File: config.mk
export PLATFORM = sky130hd
export DESIGN_NAME = ibex_pmp_pipe
export DESIGN_NICKNAME = d
export VERILOG_FILES = /design/src/rtl/ibex_pkg.sv /design/src/rtl/ibex_pmp_match.sv /design/src/rtl/ibex_pmp_pipe.sv
export SDC_FILE = /design/constraint.sdc
export NUM_CORES = 2
export LEC_CHECK = 0
export ABC_AREA = 1
export CAP_MARGIN = 20
export CORE_ASPECT_RATIO = 1.75
export CORE_MARGIN = 2
export CORE_UTILIZATION = 40
export DETAILED_ROUTE_END_ITERATION = 6
export GPL_TIMING_DRIVEN = 0
export MAX_ROUTING_LAYER = met4
export PLACE_DENSITY = 0.61
export SYNTH_ARGS = -nofsm -noshare
export SYNTH_HDL_FRONTEND = slang
export SYNTH_SLANG_ARGS = --single-unit
File: constraint.sdc
create_clock -name clk_i -period 7.8 [get_ports clk_i]
set_input_delay 1.17 -clock clk_i [delete_from_list [all_inputs] [get_ports clk_i]]
set_output_delay 1.17 -clock clk_i [all_outputs]
set_load 0.02 [all_outputs]
File: src/rtl/ibex_pkg.sv
// Shared PMP types: privilege levels, access kinds, region config and fault record.
// Also holds the permission-select helper used by the region matcher.
package ibex_pkg;

    typedef enum logic [1:0] {
        PRIV_LVL_U = 2'b00,
        PRIV_LVL_S = 2'b01,
        PRIV_LVL_H = 2'b10,
        PRIV_LVL_M = 2'b11
    } priv_lvl_e;

    typedef enum logic [1:0] {
        PMP_ACC_EXEC  = 2'b00,
        PMP_ACC_WRITE = 2'b01,
        PMP_ACC_READ  = 2'b10
    } pmp_req_e;

    typedef enum logic [1:0] {
        PMP_MODE_OFF   = 2'b00,
        PMP_MODE_TOR   = 2'b01,
        PMP_MODE_NA4   = 2'b10,
        PMP_MODE_NAPOT = 2'b11
    } pmp_cfg_mode_e;

    typedef struct packed {
        logic          lock;
        pmp_cfg_mode_e mode;
        logic          exec;
        logic          write;
        logic          read;
    } pmp_cfg_t;

    // Fault record is sized for the widest supported address; users keep the low bits.
    localparam int unsigned PMP_MAX_AW = 64;

    typedef struct packed {
        logic [PMP_MAX_AW-1:0] addr;
        pmp_req_e              req_type;
    } pmp_fault_t;

    function automatic logic pmp_perm(input pmp_cfg_t cfg, input pmp_req_e req_type);
        case (req_type)
            PMP_ACC_EXEC:  pmp_perm = cfg.exec;
            PMP_ACC_WRITE: pmp_perm = cfg.write;
            PMP_ACC_READ:  pmp_perm = cfg.read;
            default:       pmp_perm = 1'b0;
        endcase
    endfunction

endpackage

File: src/rtl/ibex_pmp_match.sv
// Combinational PMP lookup for one request: per-region match, lowest-index priority,
// and the M-mode / U-S-mode fault decision.
module ibex_pmp_match import ibex_pkg::*; #(
    parameter int unsigned PMPGranularity = 0,
    parameter int unsigned PMPNumRegions  = 16,
    parameter int unsigned PMPAddrWidth   = 34,
    localparam int unsigned RegionW = (PMPNumRegions > 1) ? $clog2(PMPNumRegions) : 1
) (
    input  pmp_cfg_t                csr_pmp_cfg_i  [PMPNumRegions],
    input  logic [PMPAddrWidth-1:0] csr_pmp_addr_i [PMPNumRegions],
    input  logic [PMPAddrWidth-1:0] req_addr_i,
    input  pmp_req_e                req_type_i,
    input  priv_lvl_e               req_priv_i,
    output logic                    hit_o,
    output logic [RegionW-1:0]      region_o,
    output logic                    err_o
);
    localparam int unsigned Lsb  = PMPGranularity + 2;
    localparam int unsigned CmpW = PMPAddrWidth - Lsb;

    // Bit i is masked when every region-address bit below it is one; bit 0 always is.
    function automatic logic [CmpW-1:0] napot_mask(input logic [CmpW-1:0] a);
        logic run;
        run = 1'b1;
        for (int i = 0; i < CmpW; i++) begin
            napot_mask[i] = run;
            run           = run & a[i];
        end
    endfunction

    logic [CmpW-1:0]          a_cmp;
    logic [CmpW-1:0]          r_cmp;
    logic [CmpW-1:0]          prev_cmp;
    logic [PMPNumRegions-1:0] match;
    logic                     perm;
    logic                     lock;
    logic                     unused_low;

    assign a_cmp = req_addr_i[PMPAddrWidth-1:Lsb];

    always_comb begin
        prev_cmp = '0;
        r_cmp    = '0;
        match    = '0;
        for (int r = 0; r < PMPNumRegions; r++) begin
            r_cmp = csr_pmp_addr_i[r][PMPAddrWidth-1:Lsb];
            case (csr_pmp_cfg_i[r].mode)
                PMP_MODE_TOR:   match[r] = (a_cmp >= prev_cmp) && (a_cmp < r_cmp);
                PMP_MODE_NA4:   match[r] = (PMPGranularity == 0) && (a_cmp == r_cmp);
                PMP_MODE_NAPOT: match[r] = ((a_cmp ^ r_cmp) & ~napot_mask(r_cmp)) == '0;
                default:        match[r] = 1'b0;
            endcase
            prev_cmp = r_cmp;
        end
    end

    always_comb begin
        hit_o    = 1'b0;
        region_o = '0;
        perm     = 1'b0;
        lock     = 1'b0;
        // Walk downwards so the lowest matching index is the last to write.
        for (int r = PMPNumRegions - 1; r >= 0; r--) begin
            if (match[r]) begin
                hit_o    = 1'b1;
                region_o = RegionW'(r);
                perm     = pmp_perm(csr_pmp_cfg_i[r], req_type_i);
                lock     = csr_pmp_cfg_i[r].lock;
            end
        end
        if (req_priv_i == PRIV_LVL_M) begin
            err_o = hit_o & lock & ~perm;
        end else begin
            err_o = ~hit_o | ~perm;
        end
    end

    always_comb begin
        unused_low = ^req_addr_i[Lsb-1:0];
        for (int r = 0; r < PMPNumRegions; r++) begin
            unused_low = unused_low ^ (^csr_pmp_addr_i[r][Lsb-1:0]);
        end
    end

endmodule

File: src/rtl/ibex_pmp_pipe.sv
// Multi-channel PMP checker with a one-cycle valid/ready response stage per channel,
// first-fault capture and a saturating fault counter per channel.
module ibex_pmp_pipe import ibex_pkg::*; #(
    parameter int unsigned PMPGranularity = 0,
    parameter int unsigned PMPNumChan     = 2,
    parameter int unsigned PMPNumRegions  = 16,
    parameter int unsigned PMPAddrWidth   = 34,
    parameter int unsigned FaultCntWidth  = 16,
    localparam int unsigned RegionW = (PMPNumRegions > 1) ? $clog2(PMPNumRegions) : 1
) (
    input  logic                     clk_i,
    input  logic                     rst_i,
    input  pmp_cfg_t                 csr_pmp_cfg_i  [PMPNumRegions],
    input  logic [PMPAddrWidth-1:0]  csr_pmp_addr_i [PMPNumRegions],
    input  logic [PMPNumChan-1:0]    req_valid_i,
    output logic [PMPNumChan-1:0]    req_ready_o,
    input  logic [PMPAddrWidth-1:0]  req_addr_i [PMPNumChan],
    input  pmp_req_e                 req_type_i [PMPNumChan],
    input  priv_lvl_e                req_priv_i [PMPNumChan],
    output logic [PMPNumChan-1:0]    rsp_valid_o,
    input  logic [PMPNumChan-1:0]    rsp_ready_i,
    output logic [PMPNumChan-1:0]    rsp_err_o,
    output logic [PMPNumChan-1:0]    rsp_hit_o,
    output logic [RegionW-1:0]       rsp_region_o [PMPNumChan],
    input  logic [PMPNumChan-1:0]    fault_clear_i,
    output logic [PMPNumChan-1:0]    fault_valid_o,
    output logic [PMPAddrWidth-1:0]  fault_addr_o [PMPNumChan],
    output pmp_req_e                 fault_type_o [PMPNumChan],
    output logic [FaultCntWidth-1:0] fault_cnt_o  [PMPNumChan]
);

    for (genvar c = 0; c < PMPNumChan; c++) begin : g_chan
        logic                     m_hit, m_err;
        logic [RegionW-1:0]       m_region;
        logic                     vld_q, err_q, hit_q;
        logic [RegionW-1:0]       region_q;
        logic [PMPAddrWidth-1:0]  addr_q;
        pmp_req_e                 type_q;
        logic                     fault_vld_q, fault_vld_d;
        pmp_fault_t               fault_q, fault_d;
        logic [FaultCntWidth-1:0] cnt_q, cnt_d;
        logic                     accept, fault_hs;
        logic                     unused_fault_hi;

        ibex_pmp_match #(
            .PMPGranularity (PMPGranularity),
            .PMPNumRegions  (PMPNumRegions),
            .PMPAddrWidth   (PMPAddrWidth)
        ) u_match (
            .csr_pmp_cfg_i  (csr_pmp_cfg_i),
            .csr_pmp_addr_i (csr_pmp_addr_i),
            .req_addr_i     (req_addr_i[c]),
            .req_type_i     (req_type_i[c]),
            .req_priv_i     (req_priv_i[c]),
            .hit_o          (m_hit),
            .region_o       (m_region),
            .err_o          (m_err)
        );

        assign req_ready_o[c] = ~vld_q | rsp_ready_i[c];
        assign accept         = req_valid_i[c] & req_ready_o[c];
        assign fault_hs       = vld_q & rsp_ready_i[c] & err_q;

        always_comb begin
            fault_vld_d = fault_vld_q;
            fault_d     = fault_q;
            cnt_d       = cnt_q;
            // A clear in the same cycle as a faulting handshake yields the new record.
            if (fault_hs && (!fault_vld_q || fault_clear_i[c])) begin
                fault_vld_d                        = 1'b1;
                fault_d.addr                       = '0;
                fault_d.addr[PMPAddrWidth-1:0]     = addr_q;
                fault_d.req_type                   = type_q;
            end else if (fault_clear_i[c]) begin
                fault_vld_d = 1'b0;
            end
            if (fault_hs && (cnt_q != '1)) begin
                cnt_d = cnt_q + FaultCntWidth'(1);
            end
        end

        always_ff @(posedge clk_i or posedge rst_i) begin
            if (rst_i) begin
                vld_q       <= 1'b0;
                err_q       <= 1'b0;
                hit_q       <= 1'b0;
                region_q    <= '0;
                addr_q      <= '0;
                type_q      <= PMP_ACC_EXEC;
                fault_vld_q <= 1'b0;
                fault_q     <= '{addr: '0, req_type: PMP_ACC_EXEC};
                cnt_q       <= '0;
            end else begin
                if (accept) begin
                    vld_q    <= 1'b1;
                    err_q    <= m_err;
                    hit_q    <= m_hit;
                    region_q <= m_region;
                    addr_q   <= req_addr_i[c];
                    type_q   <= req_type_i[c];
                end else if (rsp_ready_i[c]) begin
                    vld_q <= 1'b0;
                end
                fault_vld_q <= fault_vld_d;
                fault_q     <= fault_d;
                cnt_q       <= cnt_d;
            end
        end

        assign rsp_valid_o[c]   = vld_q;
        assign rsp_err_o[c]     = err_q;
        assign rsp_hit_o[c]     = hit_q;
        assign rsp_region_o[c]  = region_q;
        assign fault_valid_o[c] = fault_vld_q;
        assign fault_addr_o[c]  = fault_q.addr[PMPAddrWidth-1:0];
        assign fault_type_o[c]  = fault_q.req_type;
        assign fault_cnt_o[c]   = cnt_q;
        assign unused_fault_hi  = ^fault_q.addr[PMP_MAX_AW-1:PMPAddrWidth];
    end

endmodule

Word-level counts from Yosys, hierarchy flattened
Cells that the tools add are included.
- register bits after elaboration: 192
- latch bits: 0
- bits in writable memories: 0
- memory bits (read-only): 0
- bits of input ports: 724
- output and inout port bits: 122
- logic and storage cells: 1034
- memories kept: 0
- $add $sub $neg: 2
- multiply operators: 0
- divide/modulo/power cells: 0
- order comparisons: 64
- equal/unequal tests: 88
- shifts and indexed selects: 0
- mux-type cells: 202
- bitwise operators: 580
- reductions and logical operators: 78
- operators by type and width (operator ; number):
    $and 32x32->32 ; 32
    $eq 32x32->1 ; 32
    $logic_not 32->1 ; 32
    $lt 32x32->1 ; 32
    $xor 32x32->32 ; 32
    $ge 32x32->1 ; 30
    $not 32->32 ; 16
    $and 1x1->1 ; 490
    $pmux 1 s3 ; 64
    $mux 4 ; 32
    $mux 1 ; 106
    $eq 2x2->1 const B ; 36
    $ge 32x1->1 const B ; 2
    $eq 2x1->1 const B ; 18
    $logic_and 1x1->1 ; 36
    $add 16x1->16 const B ; 2
    $ne 16x16->1 const B ; 2
    $reduce_bool 2->1 ; 4
    $not 1->1 ; 6
    $logic_not 2->1 ; 2
    $or 1x1->1 ; 4
    $logic_not 1->1 ; 2
    $logic_or 1x1->1 ; 2

Depth between registers and ports, before layout
- depth after elaboration: 53
- gate-level depth with buffers: 45
- mapped depth without buffers: 45

Hierarchy
Synthesis repeated with hierarchy kept, for this count alone.
- cell total of the unflattened synthesis: 8003
- area total of the unflattened synthesis: 49939.1 um2
- modules (own cells, without submodules) (module ; instances ; cells each ; area an instance (um2) ; sequential area each (um2)):
    ibex_pmp_match (g_chan[0].u_match) ; 1 ; 3568 ; 20928.8 ; 0.0
    ibex_pmp_match (g_chan[1].u_match) ; 1 ; 3584 ; 20833.7 ; 0.0
    ibex_pmp_pipe ; 1 ; 851 ; 8176.6 ; 4804.6

Least setup slack after synthesis
OpenSTA, ideal clock, no wires.
- kind: input-to-reg
- start: in csr_pmp_addr_i[413] in the netlist's numbering
- end: reg g_chan[1].err_q
- setup time: 0.116 ns
- arrival: 4.531 ns
- data required time: 7.684 ns
- slack: 3.152 ns
- stages: 40
- path buffers: 0
- cell sequence: inv_1 > nor3_4 > nand2_2 > nor2_4 > nand2_2 > nor2_2 > nand2_2 > nor2_4 > nand2_2 > nor2_2 > nand2_2 > nor2_4 > nand2_2 > nor2_4 > nand2_2 > nor2_4 > nand2_2 > nor2_4 > (+4 left out) > nand2_2 > nor2_4 > nand2_2 > nor2_4 > nand2_2 > o21ai_2 > o2111ai_1 > nand2_2 > inv_1 > or2_0 > nand2_1 > nand2_1 > nand2_1 > nand2_1 > nand2_1 > nand2_1 > nand2_1 > nand2_1
- cells in the longest elaborated chain, start to end: 39
- elaborated cells between the ends (all ways): 60
- those cells by class: order compare: 2; eq/ne: 1; mux: 18; bitwise: 36; reduce/logical: 3
- ends and longest elaborated chain (element ; RTL line ; RTL):
    start: declaration ; ibex_pmp_pipe.sv:14 ; input logic [PMPAddrWidth-1:0] csr_pmp_addr_i [PMPNumRegions],
    $and 1x1->1 (28 in a row) ; ibex_pmp_match.sv:27 ; run = run & a[i];
    $not 32->32 ; ibex_pmp_match.sv:50 ; PMP_MODE_NAPOT: match[r] = ((a_cmp ^ r_cmp) & ~napot_mask(r_cmp)) == '0;
    $and 32x32->32 ; ibex_pmp_match.sv:50 ;
    $logic_not 32->1 ; ibex_pmp_match.sv:50 ;
    $pmux 1 s3 ; ibex_pmp_match.sv:47 ; case (csr_pmp_cfg_i[r].mode)
    $mux 1 (4 in a row) ; ibex_pmp_match.sv:64 ; if (match[r]) begin
    $and 1x1->1, or another cell as far along ; ibex_pmp_match.sv:72 ; err_o = hit_o & lock & ~perm;
    $and 1x1->1 or $or 1x1->1 (tied branches) ; ibex_pmp_match.sv:72, ibex_pmp_match.sv:74 ;
    $mux 1 * ; ibex_pmp_match.sv:71 ; if (req_priv_i == PRIV_LVL_M) begin
    end signal: assignment ; ibex_pmp_pipe.sv:96 ; err_q <= m_err;
    end: declaration ; ibex_pmp_pipe.sv:35 ; logic vld_q, err_q, hit_q;
Every way passes the cells marked *; elsewhere a longest branch is shown, timed or not.
A chain may end at the register's enable or synchronous reset.

Final worst setup path
- start: in csr_pmp_addr_i[36] in the netlist's numbering
- end: reg g_chan[1].err_q
- cells in the longest elaborated chain, start to end: 52
- elaborated cells between the ends (all ways): 95
- those cells by class: order compare: 2; eq/ne: 1; mux: 51; bitwise: 38; reduce/logical: 3
- ends and longest elaborated chain (element ; RTL line):
    $and 1x1->1 (30 in a row) ; ibex_pmp_match.sv:27
    $not 32->32 ; ibex_pmp_match.sv:50
    $and 32x32->32 ; ibex_pmp_match.sv:50
    $logic_not 32->1 ; ibex_pmp_match.sv:50
    $pmux 1 s3 ; ibex_pmp_match.sv:47
    $mux 1 (15 in a row) ; ibex_pmp_match.sv:64
    $and 1x1->1, or another cell as far along ; ibex_pmp_match.sv:72
    $and 1x1->1 or $or 1x1->1 (tied branches) ; ibex_pmp_match.sv:72, ibex_pmp_match.sv:74
    $mux 1 * ; ibex_pmp_match.sv:71
Marks and branches as above.

==> results.md <==
- Total die area: 117000 sq um
- Fmax: 153 MHz
- Core Rows: ~160
- Initial antenna violation count: 81
- HP Start: g_chan[1].addr_q[5]
- Post-Syn Nets: 8810
- Wire per inst: approximately 27 um
- #FFs+latches synth: 192
- Fin. Hold Viols: 0
- Worst Path Max Fanout: 8
- Clock tree buffer depth: 2
- Post-CTS sizing: 0
- Max Used Layer: met4
- Net load switching power: between 0.003 and 0.004 W
- Synthesized cell area: 45800 sq um
- Reg2reg end: g_chan[0].addr_q[16]
- Delay-heaviest family, CP: simple AND/OR/NAND/NOR gates
- Dpl hpwl: approximately 220000 um
- Avg Synthesized Cell Area: 6.49 sq um
- Met1 Wirelength: 89800 um
- Clock power frac: between 15 and 20%
- Share of the clock period used by the worst path: between 80% and 90%
- Metal3 WL: 21700 um
- Layout area overhead: 26.1%
- CTS tree: yes
- Synth area leaders: ha_1, inv_1, nand2_1
- Final Skew: 20.1 ps
- Final core occ: between 50 and 60%
- Clk pin slew, worst setup/hold paths: 90 ps
- Worst Hold Path Cells: 2
- Die Y: between 400 and 500 um
- # setup viols final: 0
- Post-DR vias/cell: 5.71
- Initial DRC Count: 3957
- Crit path buf inv count: 2
- HP Class: reg -> reg
- Post-route cell area: a little under 60000 sq um
- Final Wtd Congestion: 1.05
- Setup crit start kind: primary input
- Share of total power in combinational logic: 62.5%
- Int Power: approximately 0.0034 W
- Post-CTS Repair Setup Buffers: 0
- GRT Overall Usage: 44.2%
- Vias in the first global route: 54500
- Met2 routed wirelength: 118000 um
- RSZ-0062 raised after global routing: no
- Slew HR: 7.15%
- Arr. time, crit path: 6920 ps
- Final min period: around 6500 ps
- Wirelength, routed: 260000 um
- Worst skew pair latency: 490 ps
- Chip width: around 260 um
- Htree depth: 4
- Nets: about 9700
- Register area share after synthesis: 10.5%
- R2R Setup Slk: 4860 ps
- Worst-margin pin slew: 1380 ps
- Sw Share: 48.6%
- Failing checks: DRC
- Critical Path Stages: 40
- Synth top area share: 28.0%
- Post-synth EDFFs: 0
- CTS hold repair buffers: 0
- Yosys top cell by area: ha_1
- Final Non-Filler Cells: between 9000 and 10000
- Warnings from Yosys: 0
- Initial DRT Pass Iterations: 7
- Global-route wire length before repair: between 300000 and 400000 um
- Clock Sinks: 192
- Max-slew violations: 0
- Seq pwr share: between 20% and 30%
- Max-cap violations: 0
- Leakage power: between 30 and 40 nW
- CP Data Required Time: 8180 ps
- DRC viols: 2
- Post-route ant nets: 0
- Port bufs: between 800 and 900
- Largest net degree at the start of global routing: 128
- Layout fillers: 12000
- Vias post-DR: between 50000 and 60000
- Cell Area, Placed: 56900 sq um
- Commonest non-fill, non-tap cell in the layout: inv_1
- Max incr delay on CP: approximately 660 ps
- Ports: roughly 850
- Worst Reg-to-Reg Cells: 7
- Layout cells sized above 1: 8.30%
- Commonest non-fill, non-tap cells in the layout: inv_1, nand2_1, ha_1, clkdlybuf4s50_1, a21oi_1
- Core Area: roughly 110000 sq um
- Total CTS buffers: 17
- Fraction of registers with async set/reset: 100%
- Crit-path slowest cell: clkdlybuf4s50_1
- Syn Inst Count: roughly 7000
- Dpl cells: 9435
- Post-synth top flop: dfrtp_1
- Power Dens Cells: 114 nW/um^2
- Cell mode on critical path: nand2_1
- Unique masters post-synth: 76
- Max VDD drop: 0.200 mV
- R2R Path Start: g_chan[0].vld_q
- Remaining Overflow, GRT: 0
- Hold Path End: g_chan[1].addr_q[5]
- Initial core utilization: 40.2%
- Status: finished, violations left
- CP Capture Type: flip-flop
- Clk root buf: clkbuf_16
- CP Class: in -> reg
## cells by family after synthesis
family                   count (synthesis)  synth area share (%)
flip-flops                             192                  10.5
multiplexers                            18                 0.440
XOR/XNOR                                28                 0.535
adder cells (fa/ha/maj)               1026                  28.0
buffers and inverters                 1528                  12.6
AO/OA/AOI/OAI                         1282                  16.5
AND/OR/NAND/NOR                       2986                  31.4
## cell usage after synthesis, types with 12 or more instances
cell,instances
a2111oi_0,13
a211oi_1,43
a21o_1,19
a21oi_1,561
a221oi_1,24
a31oi_1,40
clkbuf_1,27
dfrtp_1,192
ha_1,1026
inv_1,1473
inv_2,13
mux2_2,17
nand2_1,1361
nand2_2,112
nand3_1,230
nand3_2,14
nand4_1,225
nand4_2,23
nor2_1,535
nor2_2,63
nor2_4,88
nor3_1,85
nor3b_1,12
nor4_1,61
o2111ai_1,67
o211ai_1,48
o21ai_0,328
o21ai_1,13
o21bai_1,22
o221ai_1,33
o22ai_1,14
or2_2,125
xnor2_1,13
xor2_1,15
## worst max-delay path by stage
stage,start,end,slack (ps)
2_1_floorplan,rst_i,fault_addr_o[0],1400
3_3_place_gp,rst_i,fault_addr_o[60],-1460
3_5_place_dp,csr_pmp_addr_i[444],g_chan[1].err_q,960
4_1_cts,csr_pmp_addr_i[444],g_chan[1].err_q,1450
5_1_grt,csr_pmp_addr_i[36],g_chan[1].err_q,730
6_report,csr_pmp_addr_i[36],g_chan[1].err_q,1260
## through the flow
stage | hold WS (ps) | setup slack [ps] | power, W | TNS, ps
finish | 485 | 1260 | 0.00656 | 0
global route | 502 | 727 | 0.00696 | 0
CTS | 487 | 1450 | 0.00652 | 0
detailed placement | 463 | 959 | 0.00550 | 0
global placement | 459 | -1460 | 0.00536 | -279380
floorplan | 445 | 1400 | 0.00351 | 0
## power by group through the flow
stage	sequential (W)	clock, W	combinational [W]
after floorplan	0.00167	0	0.00183
after global placement	0.00147	0	0.00390
after detailed placement	0.00147	0	0.00403
after CTS	0.00145	0.00102	0.00404
after global routing	0.00148	0.00105	0.00444
final	0.00146	0.00101	0.00410
## worst register-to-register path, stage by stage (launching register included)
cell      delay [ps]
dfrtp_1          410
nand2_1          180
nand2_1          270
inv_1            340
clkbuf_1         590
clkbuf_1         730
nand2_1          230
o21ai_0          130
## state kept, by name (all words and copies together) (netlist names)
signal and cells:
g_chan.addr_q 68, g_chan.cnt_q 32, fault_addr_o 68, g_chan.err_q 2, g_chan.hit_q 2, g_chan.type_q 4, g_chan.vld_q 2, fault_type_o 4
g_chan.fault_vld_q 2, g_chan.region_q 8
## layout make-up
type	instances	area (sq um)	share of cell area (%)
buffer	41	193	0.334
tap	1494	1870	3.24
inverter	1487	5590	9.67
clock inverter	15	229	0.396
sequential	192	4800	8.32
multi-input combinational	5340	35200	61.0
clock buffer	17	425	0.736
antenna	84	210	0.364
timing repair buffer	883	9220	16.0
## per-layer routing
layer  vias to the layer above  track usage (%)
met5                         -                -
met4                         0             42.7
met3                       997             9.67
met2                      2508             71.1
met1                     25300             43.7
li1                      25700                -
Note: power is estimated with default switching activity, not from simulation.
